File: config.mk
export PLATFORM = sky130hd
export DESIGN_NAME = alu_stim_driver_flat
export DESIGN_NICKNAME = d
export VERILOG_FILES = /design/src/rtl/alu_drv_pkg.sv /design/src/rtl/macro_pkg.sv /design/src/rtl/alu_stim_driver_if.sv /design/src/rtl/alu_rsp_fifo.sv /design/src/rtl/alu_stim_driver.sv /design/src/flat_wrapper.sv
export SDC_FILE = /design/constraint.sdc
export NUM_CORES = 1
export LEC_CHECK = 0
export BUFFER_PORTS_ARGS = -buffer_cell sky130_fd_sc_hd__buf_2
export CAP_MARGIN = 40
export CORE_MARGIN = 5
export CORE_UTILIZATION = 49
export DETAILED_ROUTE_END_ITERATION = 6
export PLACE_DENSITY = 0.73
export SETUP_SLACK_MARGIN = 0.4
export SYNTH_ARGS = -nofsm -noshare
export SYNTH_HDL_FRONTEND = slang
export SYNTH_SLANG_ARGS = --single-unit
File: constraint.sdc
create_clock -name clk -period 3.1 [get_ports clk]
set_input_delay 0.62 -clock clk [delete_from_list [all_inputs] [get_ports clk]]
set_output_delay 0.62 -clock clk [all_outputs]
set_load 0.01 [all_outputs]
File: src/rtl/alu_drv_pkg.sv
// Types and default parameters shared by the ALU stimulus driver and its response FIFO.
package alu_drv_pkg;
  localparam int unsigned RSP_DEPTH_DEF = 4;
  localparam int unsigned MAX_LAT_DEF   = 8;

  typedef enum logic [1:0] {
    IDLE  = 2'd0,
    ISSUE = 2'd1,
    STALL = 2'd2,
    ERROR = 2'd3
  } drv_state_e;

  typedef struct packed {
    logic [3:0] alu;
    logic       carry;
    logic       zero;
  } alu_rsp_t;
endpackage

File: src/rtl/macro_pkg.sv
// Shared ALU opcode encoding used by the ALU, its monitor and this driver.
package macro_pkg;
  typedef enum logic [3:0] {
    ADD = 4'h0,
    SUB = 4'h1,
    AND = 4'h2,
    OR  = 4'h3,
    XOR = 4'h4
  } opcode_e;
endpackage

File: src/rtl/alu_stim_driver_if.sv
// Request, ALU operand/result and response bundle of the ALU stimulus driver.
interface alu_stim_driver_if;
  import macro_pkg::*;

  logic       req_valid;
  logic       req_ready;
  logic [3:0] req_a;
  logic [3:0] req_b;
  logic       req_cin;
  opcode_e    req_ctl;

  logic [3:0] a;
  logic [3:0] b;
  logic       cin;
  opcode_e    ctl;
  logic       valid_in;
  logic       valid_out;
  logic [3:0] alu;
  logic       carry;
  logic       zero;

  logic       rsp_valid;
  logic       rsp_ready;
  logic [3:0] rsp_alu;
  logic       rsp_carry;
  logic       rsp_zero;

  modport master (
    input  req_valid, req_a, req_b, req_cin, req_ctl,
    output req_ready,
    output a, b, cin, ctl, valid_in,
    input  valid_out, alu, carry, zero,
    output rsp_valid, rsp_alu, rsp_carry, rsp_zero,
    input  rsp_ready
  );

  modport slave (
    output req_valid, req_a, req_b, req_cin, req_ctl,
    input  req_ready,
    input  a, b, cin, ctl, valid_in,
    output valid_out, alu, carry, zero,
    input  rsp_valid, rsp_alu, rsp_carry, rsp_zero,
    output rsp_ready
  );
endinterface

File: src/rtl/alu_rsp_fifo.sv
// Power-of-two response FIFO; the head is presented combinationally and reads as zero when empty.
module alu_rsp_fifo
  import alu_drv_pkg::*;
#(
  parameter int unsigned DEPTH = RSP_DEPTH_DEF
) (
  input  logic                   clk,
  input  logic                   rst_n,
  input  logic                   i_push,
  input  alu_rsp_t               i_data,
  input  logic                   i_pop,
  output alu_rsp_t               o_data,
  output logic [$clog2(DEPTH):0] o_count,
  output logic                   o_full,
  output logic                   o_empty
);
  localparam int unsigned PTR_W = $clog2(DEPTH);

  alu_rsp_t         r_mem [DEPTH];
  logic [PTR_W-1:0] r_wr_ptr;
  logic [PTR_W-1:0] r_rd_ptr;
  logic [PTR_W:0]   r_count;
  logic             w_wr_en;
  logic             w_rd_en;

  assign o_full  = (r_count == (PTR_W+1)'(DEPTH));
  assign o_empty = (r_count == '0);
  assign w_rd_en = i_pop && !o_empty;
  // A full FIFO still accepts a write in the cycle its head is popped.
  assign w_wr_en = i_push && (!o_full || w_rd_en);

  always_ff @(posedge clk or negedge rst_n) begin
    if (!rst_n) begin
      r_wr_ptr <= '0;
      r_rd_ptr <= '0;
      r_count  <= '0;
    end else begin
      if (w_wr_en) r_wr_ptr <= r_wr_ptr + PTR_W'(1);
      if (w_rd_en) r_rd_ptr <= r_rd_ptr + PTR_W'(1);
      r_count <= r_count + (PTR_W+1)'(w_wr_en) - (PTR_W+1)'(w_rd_en);
    end
  end

  always_ff @(posedge clk) begin
    if (w_wr_en) r_mem[r_wr_ptr] <= i_data;
  end

  assign o_data  = o_empty ? '0 : r_mem[r_rd_ptr];
  assign o_count = r_count;
endmodule

File: src/rtl/alu_stim_driver.sv
// Credit-based ALU issue engine with in-order response FIFO.
// ALU_DRV_TIMEOUT_EN adds a result-latency watchdog that locks the driver into ERROR.
//
// state | meaning
// IDLE  | credit available, no op accepted last cycle
// ISSUE | op accepted last cycle, more may follow back to back
// STALL | outstanding + queued responses fill the FIFO, requests held off
// ERROR | result timeout seen, requests refused until reset
module alu_stim_driver
  import alu_drv_pkg::*;
  import macro_pkg::*;
#(
  parameter int unsigned RSP_DEPTH = RSP_DEPTH_DEF,
  parameter int unsigned MAX_LAT   = MAX_LAT_DEF
) (
  input  logic                       clk,
  input  logic                       reset,
  alu_stim_driver_if.master          bus,
  output logic [$clog2(RSP_DEPTH):0] outstanding,
  output logic                       err_spurious,
  output logic                       err_timeout
);
  localparam int unsigned CNT_W = $clog2(RSP_DEPTH) + 1;

  drv_state_e       r_state;
  drv_state_e       w_state_nxt;
  logic [3:0]       r_a;
  logic [3:0]       r_b;
  logic             r_cin;
  opcode_e          r_ctl;
  logic             r_valid_in;
  logic             r_req_ready;
  logic [CNT_W-1:0] r_outstanding;
  logic             r_err_spurious;

  logic [CNT_W-1:0] w_out_nxt;
  logic [CNT_W-1:0] w_cnt_nxt;
  logic [CNT_W-1:0] w_fifo_count;
  logic [CNT_W:0]   w_used_nxt;
  logic             w_accept;
  logic             w_spurious;
  logic             w_push;
  logic             w_pop;
  logic             w_credit_nxt;
  logic             w_timeout_hit;
  logic             w_fifo_full;
  logic             w_fifo_empty;
  logic             w_unused_full;
  alu_rsp_t         w_rsp_in;
  alu_rsp_t         w_rsp_head;

  assign w_accept   = bus.req_valid && r_req_ready;
  assign w_spurious = bus.valid_out && (r_outstanding == '0);
  assign w_push     = bus.valid_out && !w_spurious;
  assign w_pop      = !w_fifo_empty && bus.rsp_ready;
  assign w_rsp_in   = {bus.alu, bus.carry, bus.zero};

  // Credit is evaluated on next-cycle occupancy so req_ready can be a plain flop.
  assign w_out_nxt    = r_outstanding + CNT_W'(w_accept) - CNT_W'(w_push);
  assign w_cnt_nxt    = w_fifo_count + CNT_W'(w_push) - CNT_W'(w_pop);
  assign w_used_nxt   = {1'b0, w_out_nxt} + {1'b0, w_cnt_nxt};
  assign w_credit_nxt = (w_used_nxt < (CNT_W+1)'(RSP_DEPTH));

  alu_rsp_fifo #(.DEPTH(RSP_DEPTH)) u_fifo (
    .clk     (clk),
    .rst_n   (reset),
    .i_push  (w_push),
    .i_data  (w_rsp_in),
    .i_pop   (w_pop),
    .o_data  (w_rsp_head),
    .o_count (w_fifo_count),
    .o_full  (w_fifo_full),
    .o_empty (w_fifo_empty)
  );
  assign w_unused_full = w_fifo_full;

  always_comb begin
    w_state_nxt = r_state;
    if (r_state == ERROR || w_timeout_hit) begin
      w_state_nxt = ERROR;
    end else if (!w_credit_nxt) begin
      w_state_nxt = STALL;
    end else begin
      case (r_state)
        IDLE:    if (w_accept) w_state_nxt = ISSUE;
        ISSUE:   if (!w_accept) w_state_nxt = IDLE;
        STALL:   w_state_nxt = IDLE;
        default: w_state_nxt = r_state;
      endcase
    end
  end

  always_ff @(posedge clk or negedge reset) begin
    if (!reset) begin
      r_state        <= IDLE;
      r_req_ready    <= 1'b0;
      r_valid_in     <= 1'b0;
      r_a            <= '0;
      r_b            <= '0;
      r_cin          <= 1'b0;
      r_ctl          <= ADD;
      r_outstanding  <= '0;
      r_err_spurious <= 1'b0;
    end else begin
      r_state       <= w_state_nxt;
      r_req_ready   <= w_credit_nxt && (w_state_nxt != ERROR);
      r_valid_in    <= w_accept;
      r_outstanding <= w_out_nxt;
      if (w_accept) begin
        r_a   <= bus.req_a;
        r_b   <= bus.req_b;
        r_cin <= bus.req_cin;
        r_ctl <= bus.req_ctl;
      end
      if (w_spurious) r_err_spurious <= 1'b1;
    end
  end

`ifdef ALU_DRV_TIMEOUT_EN
  localparam int unsigned AGE_W = $clog2(MAX_LAT + 1);

  logic [AGE_W-1:0] r_age;
  logic             r_err_timeout;
  logic             w_age_reload;

  // Down-counter from MAX_LAT-1: terminal count on the MAX_LAT-th edge without progress.
  assign w_age_reload  = w_accept || w_push;
  assign w_timeout_hit = (r_outstanding != '0) && !w_age_reload && (r_age == '0);

  always_ff @(posedge clk or negedge reset) begin
    if (!reset) begin
      r_age         <= '0;
      r_err_timeout <= 1'b0;
    end else begin
      if (w_age_reload) r_age <= AGE_W'(MAX_LAT - 1);
      else if ((r_outstanding != '0) && (r_age != '0)) r_age <= r_age - AGE_W'(1);
      if (w_timeout_hit) r_err_timeout <= 1'b1;
    end
  end
  assign err_timeout = r_err_timeout;
`else
  logic w_unused_lat;
  assign w_unused_lat  = (MAX_LAT != 0);
  assign w_timeout_hit = 1'b0;
  assign err_timeout   = 1'b0;
`endif

  assign bus.req_ready = r_req_ready;
  assign bus.a         = r_a;
  assign bus.b         = r_b;
  assign bus.cin       = r_cin;
  assign bus.ctl       = r_ctl;
  assign bus.valid_in  = r_valid_in;
  assign bus.rsp_valid = !w_fifo_empty;
  assign bus.rsp_alu   = w_rsp_head.alu;
  assign bus.rsp_carry = w_rsp_head.carry;
  assign bus.rsp_zero  = w_rsp_head.zero;
  assign outstanding   = r_outstanding;
  assign err_spurious  = r_err_spurious;
endmodule

File: src/flat_wrapper.sv
// flat-port wrapper written by rule: the top's interface ports become plain ports
module alu_stim_driver_flat import alu_drv_pkg::*; import macro_pkg::*;
#(
  parameter int unsigned RSP_DEPTH = RSP_DEPTH_DEF,
  parameter int unsigned MAX_LAT   = MAX_LAT_DEF
)
  (clk, reset, outstanding, err_spurious, err_timeout, bus_req_valid, bus_req_a, bus_req_b, bus_req_cin, bus_req_ctl, bus_req_ready, bus_a, bus_b, bus_cin, bus_ctl, bus_valid_in, bus_valid_out, bus_alu, bus_carry, bus_zero, bus_rsp_valid, bus_rsp_alu, bus_rsp_carry, bus_rsp_zero, bus_rsp_ready);
  alu_stim_driver_if bus_i ();
  input  logic clk;
  input  logic reset;
  output logic [$clog2(RSP_DEPTH):0] outstanding;
  output logic err_spurious;
  output logic err_timeout;
  input wire logic [$bits(bus_i.req_valid)-1:0] bus_req_valid;
  input wire logic [$bits(bus_i.req_a)-1:0] bus_req_a;
  input wire logic [$bits(bus_i.req_b)-1:0] bus_req_b;
  input wire logic [$bits(bus_i.req_cin)-1:0] bus_req_cin;
  input wire logic [$bits(bus_i.req_ctl)-1:0] bus_req_ctl;
  output wire logic [$bits(bus_i.req_ready)-1:0] bus_req_ready;
  output wire logic [$bits(bus_i.a)-1:0] bus_a;
  output wire logic [$bits(bus_i.b)-1:0] bus_b;
  output wire logic [$bits(bus_i.cin)-1:0] bus_cin;
  output wire logic [$bits(bus_i.ctl)-1:0] bus_ctl;
  output wire logic [$bits(bus_i.valid_in)-1:0] bus_valid_in;
  input wire logic [$bits(bus_i.valid_out)-1:0] bus_valid_out;
  input wire logic [$bits(bus_i.alu)-1:0] bus_alu;
  input wire logic [$bits(bus_i.carry)-1:0] bus_carry;
  input wire logic [$bits(bus_i.zero)-1:0] bus_zero;
  output wire logic [$bits(bus_i.rsp_valid)-1:0] bus_rsp_valid;
  output wire logic [$bits(bus_i.rsp_alu)-1:0] bus_rsp_alu;
  output wire logic [$bits(bus_i.rsp_carry)-1:0] bus_rsp_carry;
  output wire logic [$bits(bus_i.rsp_zero)-1:0] bus_rsp_zero;
  input wire logic [$bits(bus_i.rsp_ready)-1:0] bus_rsp_ready;
  assign bus_i.req_valid = bus_req_valid;
  assign bus_i.req_a = bus_req_a;
  assign bus_i.req_b = bus_req_b;
  assign bus_i.req_cin = bus_req_cin;
  assign bus_i.req_ctl = bus_req_ctl;
  assign bus_req_ready = bus_i.req_ready;
  assign bus_a = bus_i.a;
  assign bus_b = bus_i.b;
  assign bus_cin = bus_i.cin;
  assign bus_ctl = bus_i.ctl;
  assign bus_valid_in = bus_i.valid_in;
  assign bus_i.valid_out = bus_valid_out;
  assign bus_i.alu = bus_alu;
  assign bus_i.carry = bus_carry;
  assign bus_i.zero = bus_zero;
  assign bus_rsp_valid = bus_i.rsp_valid;
  assign bus_rsp_alu = bus_i.rsp_alu;
  assign bus_rsp_carry = bus_i.rsp_carry;
  assign bus_rsp_zero = bus_i.rsp_zero;
  assign bus_i.rsp_ready = bus_rsp_ready;
  alu_stim_driver #(.RSP_DEPTH(RSP_DEPTH), .MAX_LAT(MAX_LAT)) u_core (.clk(clk), .reset(reset), .bus(bus_i), .outstanding(outstanding), .err_spurious(err_spurious), .err_timeout(err_timeout));
endmodule
==> summary.txt <==
Outcome
  • Outcome: finished, final reports clean

CTS
  • Cts bufs inserted: 5
  • Clk buf depth: 2
  • Worst-skew pair later-pin latency: 300 ps
  • Clk sinks: 52
  • H-tree depth: 2
  • CTS tree: yes
  • Root buf cell: clkbuf_8
  • Reg clk slew, reported paths: 90 ps

Timing
  • Worst Skew: 6.50 ps
  • Period utilization: 0.887
  • Max Clock Freq: 364 MHz
  • Setup Viol. Count Final: 0
  • Unrepaired setup endpoints after global routing: yes
  • Final-report hold violation count: 0
  • Final setup TNS: 0 ps
  • Max-slew violations: 0
  • Worst slew margin: 0.589
  • Tmin final: approximately 2700 ps
  • Slew @ Worst Pin: around 600 ps

Global routing
  • Gr busiest metal: met2
  • Met3 usage: 0.0503
  • Vias in the first global route: 1422
  • M1 GR Usage: 0.176
  • Largest net degree at the start of global routing: 29
  • Initial antenna violation count: 0
  • First-pass GRT wire length: 6780 um
  • GRT overflow: 0
  • Met2 global-route usage: 0.240
  • GRT Total Usage: 0.144

Route
  • DR vias: roughly 1300
  • Routed wire length: 4040 um
  • Residual DRC count: 0
  • Vias per cell: 5.06
  • Final antenna-violating net count: 0
  • WL per Instance: about 16 um
  • Detailed Route Iter0 Violations: 92
  • First-pass iteration count of the detailed router: 4

Final layout
  • Syn-to-layout area delta: 23.1%
  • Antenna diodes: 0
  • Layout cells sized above 1: 0.527
  • Post-route cell area: 2820 um^2
  • Final nets: 244

Die
  • Core Area: around 4400 um^2
  • Num rows: 24
  • Starting Density: 0.515
  • Die ar.: 6130 um^2
  • Die X: slightly below 80 um
  • Die span in y: 78.3 um
  • I/O pins: between 50 and 60

Worst setup path
  • Slowest stage cell, crit path: dfrtp_2
  • CP most frequent cell: ha_4
  • Worst Path Class, Setup: flop to flop
  • CP arrival: ~3000 ps
  • CP delay by family, top: adder cells
  • Cell Chain, Critical Path: or3_4 > nand2_8 > inv_4 > ha_4 > inv_2 > ha_4 > fa_2 > xor2_1 > ha_1 > nor3_2 > nand2_1 > o31ai_1
  • Crit Path Max Fanout: 3
  • Type of origin of the critical path: flop
  • Worst Path Buf+Inv: 2
  • Max incr delay on CP: approximately 420 ps
  • Worst Path Required: 3310 ps
  • Setup crit end kind: flop

Synth
  • Simple-gate share of the synthesized area: 0.0662
  • Top-count cell post-synth: dfrtp_1
  • Mean area per synthesized cell: 16.0 um^2
  • Yosys warnings: 0
  • Net Count, Synth: 181
  • Mapped Cells: around 140
  • EDFF count, synth: 24
  • Largest family of logic cells by synthesized area: multiplexers
  • Async S/R FF share, synth: 0.538
  • Synth Area in XOR/XNOR: 0.0306
  • Compound-Gate Fraction of Synth Area: 0.0159
  • Synth Area in Adders: 0.0864
  • Seq cells post-synth: 52
  • Cell taking the most area after synthesis: edfxtp_1
  • Synth unique cells: 29
  • Ys flop type: dfrtp_1
  • Yosys top cell area share: 0.315
  • Synth top area cells: edfxtp_1, dfrtp_1, mux2_2
  • Mux cell area share after synthesis: 0.135
  • Post-Syn Area: about 2300 um^2
  • Seq/Total Area, Yosys: 0.621
  • Commonest cells post-synth: dfrtp_1, edfxtp_1, inv_1

Place
  • Detailed Place HPWL: 2900 um
  • GP Congestion: a little over 0.7
  • Number of port buffers: 49
  • Post-DP Area: 2580 um^2

Job
  • Max-Cap Viols: 0

Pwr
  • Peak supply drop: a little under 0.0004 V
  • PwrDens: 881 nW/um^2
  • Leakage: approximately 1.3 nW

Worst hold path
  • Worst min path class: input pin to async pin
==> cell type report <==
cell class,count,area [um^2]
clock inverter,1,6.26
timing repair buffer,61,335
inverter,16,62.6
multi-input combinational,70,835
clock buffer,7,87.6
tap,52,65.1
sequential,52,1430
fill,333,1630
==> per-stage QoR <==
step	hold WS (ps)	instances	setup slack, ps	total power [mW]	util
CTS	348	253	309	2.38	0.611
finish	324	259	352	2.48	0.634
global route	385	259	201	2.69	0.634
global placement	433	241	265	1.88	0.581
detailed placement	443	241	170	1.94	0.581
floorplan	324	143	343	1.68	-
==> path summary, 6_finish.rpt <==
kind | end | slack [ps] | cells past startpoint | start
hold / removal | u_core.u_fifo.r_rd_ptr[1] | 320 | 1 | reset
setup / recovery | u_core.r_state[0] | 350 | 12 | u_core.u_fifo.o_count[1]
hold reg to reg | u_core.err_spurious | 460 | 1 | u_core.err_spurious
setup reg to reg | u_core.r_state[0] | 350 | 12 | u_core.u_fifo.o_count[1]
min in group clk | u_core.err_spurious | 460 | 1 | u_core.err_spurious
max in group asynchronous | u_core.outstanding[1] | 2330 | 1 | reset
==> placed cells by master, fill, tap and decap left out, types with 2 or more instances in the layout <==
master / n
clkbuf_8: 6
nand3_1: 3
xnor2_2: 2
buf_4: 12
nand2_1: 3
fa_2: 2
dfrtp_2: 3
ha_1: 8
inv_4: 2
dfrtp_1: 25
edfxtp_1: 24
mux2_2: 13
inv_1: 13
mux4_2: 6
buf_2: 49
inv_2: 2
xnor2_1: 5
and2_1: 9
ha_4: 3
==> timing repair <==
action	4_1_cts	5_1_grt
gates cloned	0	0
endpoints found under the hold margin	0	0
setup buffers	4	6
endpoints found under the setup margin	3	3
hold buffers	0	0
pin swaps	3	5
gates resized for setup	6	9
==> report_power, final <==
group / total, mW / switching [mW] / internal, mW
registers: 1.00 / 0.124 / 0.876
logic: 1.09 / 0.520 / 0.571
clock network: 0.391 / 0.205 / 0.185
==> flip-flops by register name, indices dropped and copies added, names as in the netlist <==
register	cells
u_core.err_spurious	1
u_core.r_state	2
u_core.outstanding	3
u_core.u_fifo.r_rd_ptr	2
u_core.u_fifo.r_wr_ptr	2
u_core.u_fifo.r_mem	24
u_core.bus.cin	1
u_core.bus.req_ready	1
u_core.bus.valid_in	1
u_core.u_fifo.o_count	3
u_core.bus.b	4
u_core.bus.ctl	4
u_core.bus.a	4
==> metal layers <==
layer  wire length, um  vias to the layer above  share of wire
li1                  -                      612              -
met1              1590                      644           0.39
met2              2100                       47           0.52
met3               273                        7          0.068
met4                65                        0          0.016
met5                 0                        -              0
==> logic make-up (layout without fill, tap and decap cells) <==
group           count (synthesis)  in the layout
compound gates                  3              3
xor+xnor                        8              8
fa+ha+maj                      14             14
buf+inv                        21             85
flops                          52             52
mux                            21             21
other cells                     1              1
simple gates                   23             23
Power figures use the tool's default switching activity.
